$ cat config.mk
export PLATFORM = sky130hd
export DESIGN_NAME = config_loader
export DESIGN_NICKNAME = d
export VERILOG_FILES = /design/src/rtl/config_loader.sv
export SDC_FILE = /design/constraint.sdc
export NUM_CORES = 1
export LEC_CHECK = 0
export ABC_AREA = 1
export BUFFER_PORTS_ARGS = -buffer_cell sky130_fd_sc_hd__buf_2
export CAP_MARGIN = 20
export CORE_MARGIN = 1.5
export CORE_UTILIZATION = 53
export CTS_BUF_LIST = sky130_fd_sc_hd__clkbuf_4 sky130_fd_sc_hd__clkbuf_8 sky130_fd_sc_hd__clkbuf_16
export DETAILED_ROUTE_END_ITERATION = 12
export PLACE_DENSITY = 0.76
export REMOVE_ABC_BUFFERS = 1
export SLEW_MARGIN = 20
export SYNTH_ARGS = -nofsm -noshare
export SYNTH_HDL_FRONTEND = slang
export SYNTH_SLANG_ARGS = --single-unit
$ cat constraint.sdc
create_clock -name clk -period 1.6 [get_ports clk]
set_clock_uncertainty 0.1 [all_clocks]
set_input_delay 0.48 -clock clk [delete_from_list [all_inputs] [get_ports clk]]
set_output_delay 0.48 -clock clk [all_outputs]
set_load 0.01 [all_outputs]
$ cat src/rtl/config_loader.sv
// Serial configuration loader: validates a sync header, shifts one FRAME_W word per tile into
// the LUT SRAM tiles through a shared frame bus and one-hot strobe, then verifies an XOR checksum.
`timescale 1ns/1ps
module config_loader #(
    parameter int                 NUM_TILES = 9,
    parameter int                 FRAME_W   = 16,
    parameter logic [FRAME_W-1:0] SYNC_WORD = 16'hA5C3
) (
    input  logic                 clk,
    input  logic                 reset,
    input  logic                 start,
    input  logic                 bit_in,
    input  logic                 bit_valid,
    output logic                 bit_ready,
    output logic [FRAME_W-1:0]   frame_out,
    output logic [NUM_TILES-1:0] tile_we,
    output logic                 busy,
    output logic                 done,
    output logic                 err
);
    localparam int CNT_W = $clog2(FRAME_W);
    localparam int IDX_W = (NUM_TILES > 1) ? $clog2(NUM_TILES) : 1;
    localparam logic [CNT_W-1:0] LAST_BIT  = CNT_W'(FRAME_W - 1);
    localparam logic [IDX_W-1:0] LAST_TILE = IDX_W'(NUM_TILES - 1);

    typedef enum logic [2:0] {IDLE, SYNC, LOAD, WRITE, CHECK, DONE, ERR} state_t;

    state_t             state;
    state_t             state_nxt;
    logic [FRAME_W-2:0] shreg;
    logic [CNT_W-1:0]   bit_cnt;
    logic [IDX_W-1:0]   tile_idx;
    logic [FRAME_W-1:0] csum;
    logic [FRAME_W-1:0] word;
    logic               accept;
    logic               frame_done;
    logic               restart;

    // Handshake decoded from state alone so bit_valid never feeds back into bit_ready.
    assign bit_ready  = (state == SYNC) || (state == LOAD) || (state == CHECK);
    assign busy       = bit_ready || (state == WRITE);
    assign accept     = bit_valid && bit_ready;
    assign frame_done = accept && (bit_cnt == LAST_BIT);
    assign word       = {shreg, bit_in};
    assign restart    = start && ((state == IDLE) || (state == DONE) || (state == ERR));

    always_ff @(posedge clk or negedge reset) begin
        if (!reset) begin
            state <= IDLE;
        end else begin
            state <= state_nxt;
        end
    end

    always_comb begin
        state_nxt = state;
        tile_we   = '0;
        case (state)
            IDLE:  if (start) state_nxt = SYNC;
            SYNC:  if (frame_done) state_nxt = (word == SYNC_WORD) ? LOAD : ERR;
            LOAD:  if (frame_done) state_nxt = WRITE;
            WRITE: begin
                tile_we   = NUM_TILES'(1) << tile_idx;
                state_nxt = (tile_idx == LAST_TILE) ? CHECK : LOAD;
            end
            CHECK: if (frame_done) state_nxt = (word == csum) ? DONE : ERR;
            DONE:  if (start) state_nxt = SYNC;
            ERR:   if (start) state_nxt = SYNC;
            default: state_nxt = IDLE;
        endcase
    end

    always_ff @(posedge clk or negedge reset) begin
        if (!reset) begin
            shreg     <= '0;
            bit_cnt   <= '0;
            tile_idx  <= '0;
            csum      <= '0;
            frame_out <= '0;
            done      <= 1'b0;
            err       <= 1'b0;
        end else begin
            if (accept) begin
                shreg   <= {shreg[FRAME_W-3:0], bit_in};
                bit_cnt <= frame_done ? '0 : bit_cnt + 1'b1;
            end
            if (frame_done && (state == LOAD)) begin
                frame_out <= word;
            end
            if (state == WRITE) begin
                csum <= csum ^ frame_out;
                if (tile_idx != LAST_TILE) begin
                    tile_idx <= tile_idx + 1'b1;
                end
            end
            if (frame_done && (state == SYNC) && (word != SYNC_WORD)) begin
                err <= 1'b1;
            end
            if (frame_done && (state == CHECK)) begin
                done <= (word == csum);
                err  <= (word != csum);
            end
            // Restart only happens in states that never accept bits, so it cannot collide above.
            if (restart) begin
                bit_cnt  <= '0;
                tile_idx <= '0;
                csum     <= '0;
                done     <= 1'b0;
                err      <= 1'b0;
            end
        end
    end
endmodule

=== Word-level counts from Yosys, hierarchy flattened ===
Index checks and enable logic that the tools add are counted.

* Bits in registers: 60
* Input port bits: 5

* $add $sub $neg: 2
* Reduce and logical (&&, ||, !) cells: 21
* Shift-type cells: 1
* Multiplexer cells: 22
* Equality and inequality tests: 17
* Bitwise logic cells: 1

{| class="wikitable"
|+ Operator list
! kind !! count
|-
| 2-to-1 mux 16 bit || 2
|-
| 2-to-1 mux 4 bit || 6
|-
| 2-to-1 mux 3 bit || 6
|-
| == test 16 bit || 1
|-
| == test 16 bit, second input constant || 1
|-
| != test 16 bit || 1
|-
| != test 16 bit, second input constant || 1
|-
| XOR 16 bit || 1
|-
| case mux 3 bit (5 select lines) || 1
|-
| == test 3 bit, second input constant || 3
|-
| 2-to-1 mux 9 bit || 1
|-
| << shifter 1 x 4 -> 9 bit, first input constant || 1
|-
| adder 4 x 1 -> 4 bit, second input constant || 2
|-
| == test 4 bit, second input constant || 2
|-
| nonzero test 2 bit || 4
|-
| logical AND 1 bit || 7
|-
| == test 3 x 2 -> 1 bit, second input constant || 2
|-
| != test 2 bit, second input constant || 3
|-
| logical OR 1 bit || 5
|-
| 2-to-1 mux 1 bit || 5
|-
| != test 4 bit, second input constant || 1
|-
| AND reduction 4 bit || 1
|-
| == test 3 x 1 -> 1 bit, second input constant || 1
|-
| logical NOT 3 bit || 1
|-
| 5 further kinds || 5
|}

=== Depth between registers and ports, before layout ===
* Depth after elaboration: 10
* Mapped depth: 11
* Gate-level depth less buffers: 11

=== Worst setup path after synthesis ===
OpenSTA, ideal clock, no wires.

* Kind: reg-to-output
* Start point: reg state[1]
* End point: out tile_we[0]
* Data required time: 1.020 ns
* Path slack: -0.186 ns
* Stages on the path, launching flop included: 5
* Data arrival time: 1.206 ns
* Path buffers: 0
* Cell sequence: dfrtp_1 > nand2_1 > nor2_4 > inv_2 > nor4_1

* Longest elaborated chain between the ends: 2

{| class="wikitable"
|+ Ends and longest elaborated chain
! item !! line !! RTL
|-
| start, declared || 28 || <nowiki>state_t state;</nowiki>
|-
| start signal, assigned || 51 || <nowiki>state <= state_nxt;</nowiki>
|-
| == test 3 x 2 -> 1 bit || 58 || <nowiki>case (state)</nowiki>
|-
| 2-to-1 mux 9 bit || 58 ||
|-
| end, declared || 16 || <nowiki>output logic [NUM_TILES-1:0] tile_we,</nowiki>
|}

No other way between the ends.

=== Final worst setup path ===
* Start point: reg state[2]
* End point: out tile_we[0]

Same word-level chain as after synthesis.

==> run metrics <==
post-synthesis mux area share 0%; critical path's top delay family flip-flops; synth warn 0; Pre-antenna DRT Iters 4; Worst IR Drop VDD 0.9885 mV; Post-Layout Cell Count 557; Total Wirelength 7.524 mm; count leader, synth nand2_1; synthesized area per cell 8.029 um^2; post-synthesis compound-gate area fraction 8.536%; setup TNS -7.549 ns; Design Area, Final 4175 um^2; main combinational cell family by area after synthesis simple AND/OR/NAND/NOR gates; DR vias/cell 5.018; GRT Residual Overflow 0; top-area cell type share of the netlist area 46.99%; reg2reg start state[1]; failing checks negative setup slack; stages on the worst setup path 4; Slew HR 78.06%; Antenna Nets Post-Route 0; Longest Clk Path Bufs 2; adder-cell area share of the yosys netlist 2.741%; endpoints failing setup 60; Finished Core Util 70.94%; first-pass GRT wire length 11.41 mm; root buf cell clkbuf_8; FP Rows 28; startpoint types flip-flop; DP HPWL 4.723 mm; clock sink count 60; Die W 80.65 um; sequential fraction of the synthesis area 46.99%; simple-gate share of the synthesized area 28.07%; number of max-cap violations 0; cell depth of the worst flop-to-flop path 11; CTS tree yes; core area 5886 um^2; initial DRC count 169; worst hold-check path type input port to async pin; CP bufs+invs 2; initial antenna violation count 0; fin crit share 124.7%; Tightest Pin Transition 0.3291 ns; Setup WS post-layout -0.3945 ns; Clock Pin Slew Worst Setup and Hold Paths 0.06 ns; Post-synth EDFFs 0; f_max 501.4 MHz; ys async rst share 100.0%; GR Util All Layers 23.42%; ANT cells 0; worst slack, placed -0.1478 ns; via count 2,795; gpl congestion 0.8235; Placed Area 3654 um^2; share of cells above drive strength 1 32.57%; kind of critical path flip-flop to output pin; Die ar. 6504 um^2; worst path cell trace nor2_4, inv_6, nor4_4, buf_2; post-DR wirelength/cell 13.51 um; Hold Buf Count CTS 0; # H-tree levels 3; status finished, violations left; filler cell count 452; Worst setup EP type output pin; Die H 80.65 um; XOR/XNOR Fraction of Synth Area 4.659%; Starting Density 54.29%; crit path max fanout 10; CTS buffer count 9; Cells after Synth 398; Max stage delay on crit path 0.46 ns; # port buffers 33; post-synth top area cell dfrtp_1; pin count of the biggest net entering global routing 61; number of cells after detailed placement 525; count of pins over their slew limit 0; Nets 490; Final Hold Viols 0; number of I/O pins 34; worst skew pair latency 0.34 ns; Period minus WS final 1.995 ns; RSZ-0062 raised after global routing yes; crit path DAT 1.41 ns; PD cells 1489 nW/um^2; slowest CP cell dfrtp_2; Distinct cells, synth 27; number of global-route vias before repair 2,661; most area-consuming cells after synthesis dfrtp_1 47%, nand2_1 14%, inv_1 6.8%; DRC 0; leakage 0.002143 uW; Syn Std Cell Area 3196 um^2; P&R area growth vs syn 30.66%; count of state elements after synthesis 60; critical path launch point state[2]; synth cell count leaders 116 x nand2_1, 60 x dfrtp_1, 58 x inv_1; ys flop type dfrtp_1; WP data required 1.02 ns
[layer usage]
layer	GRT usage [%]	routed length, um	share of wire, %
met2	40.42	3723	49
met1	28.66	3429	46
met3	4.432	229	3.0
met5	0	0	0
met4	9.483	141	1.9
[worst reg2reg max path: stages, from the launching register on]
cell and delay (ns):
dfrtp_1 0.40, nand2_2 0.11, buf_4 0.13, nand3_4 0.09, nand2_4 0.10, buf_6 0.11
nand3_4 0.07, inv_4 0.09, nand3_4 0.14, buf_6 0.16, buf_4 0.12, o21ai_2 0.09
[placed cells by master (no fill, tap or decap), types with 9 or more instances in the layout]
cell / n
clkbuf_8: 11
o21ai_0: 9
buf_4: 32
dfrtp_1: 57
buf_2: 32
nand3_1: 14
nand2_1: 112
inv_1: 54
o21ai_1: 10
nand2_2: 17
o21ai_2: 19
xor2_1: 17
nor2_1: 34
[path summary, 6_finish.rpt]
| check | slack [ns] | endpoint |
|---|---|---|
| worst max-delay path | -0.39 | tile_we[0] |
| worst min-delay path | 0.03 | frame_out[10] |
| worst max register to register | -0.18 | frame_out[3] |
| worst min register to register | 0.41 | frame_out[13] |
| max in group asynchronous | 1.07 | state[2] |
| min in group clk | 0.40 | bit_cnt[1] |
[repair_timing]
item / CTS / global route
buffers inserted: 6 / 7
cloned: 1 / 4
resized for setup: 14 / 39
pin swaps: 11 / 5
endpoints found under the setup margin: 34 / 68
[through the flow]
stage	hold WS, ns	total power [uW]
after global placement	0.3887	4094
after detailed placement	0.3983	4195
after CTS	0.05192	5531
after global routing	0.07628	6623
after floorplan	0.08441	3332
final	0.03248	6217
[cells by family after synthesis]
kind of cell,Yosys count
AND/OR/NAND/NOR,203
XOR/XNOR,17
flip-flops,60
AO/OA/AOI/OAI,42
buffers and inverters,69
adder cells (fa/ha/maj),7
[layout make-up]
cell class                 instances  area [um^2]  area share, %
inverter                          60        235.2          5.634
multi-input combinational        270         1539          36.86
sequential                        60         1505          36.05
timing repair buffer              77        625.6          14.98
clock inverter                     2        10.01         0.2397
tap                               75        93.84          2.248
clock buffer                      13        166.4          3.986
[state kept, by name, summed over array words and instances, names as in the netlist]
signal and cells:
err 1, tile_idx 4, bit_cnt 4, done 1, shreg 15, csum 16, frame_out 16, state 3
[power breakdown]
part / switching [uW] / internal [uW]
clock network: 552 / 667
registers: 257 / 1770
logic: 1720 / 1250
Power figures use the tool's default switching activity.
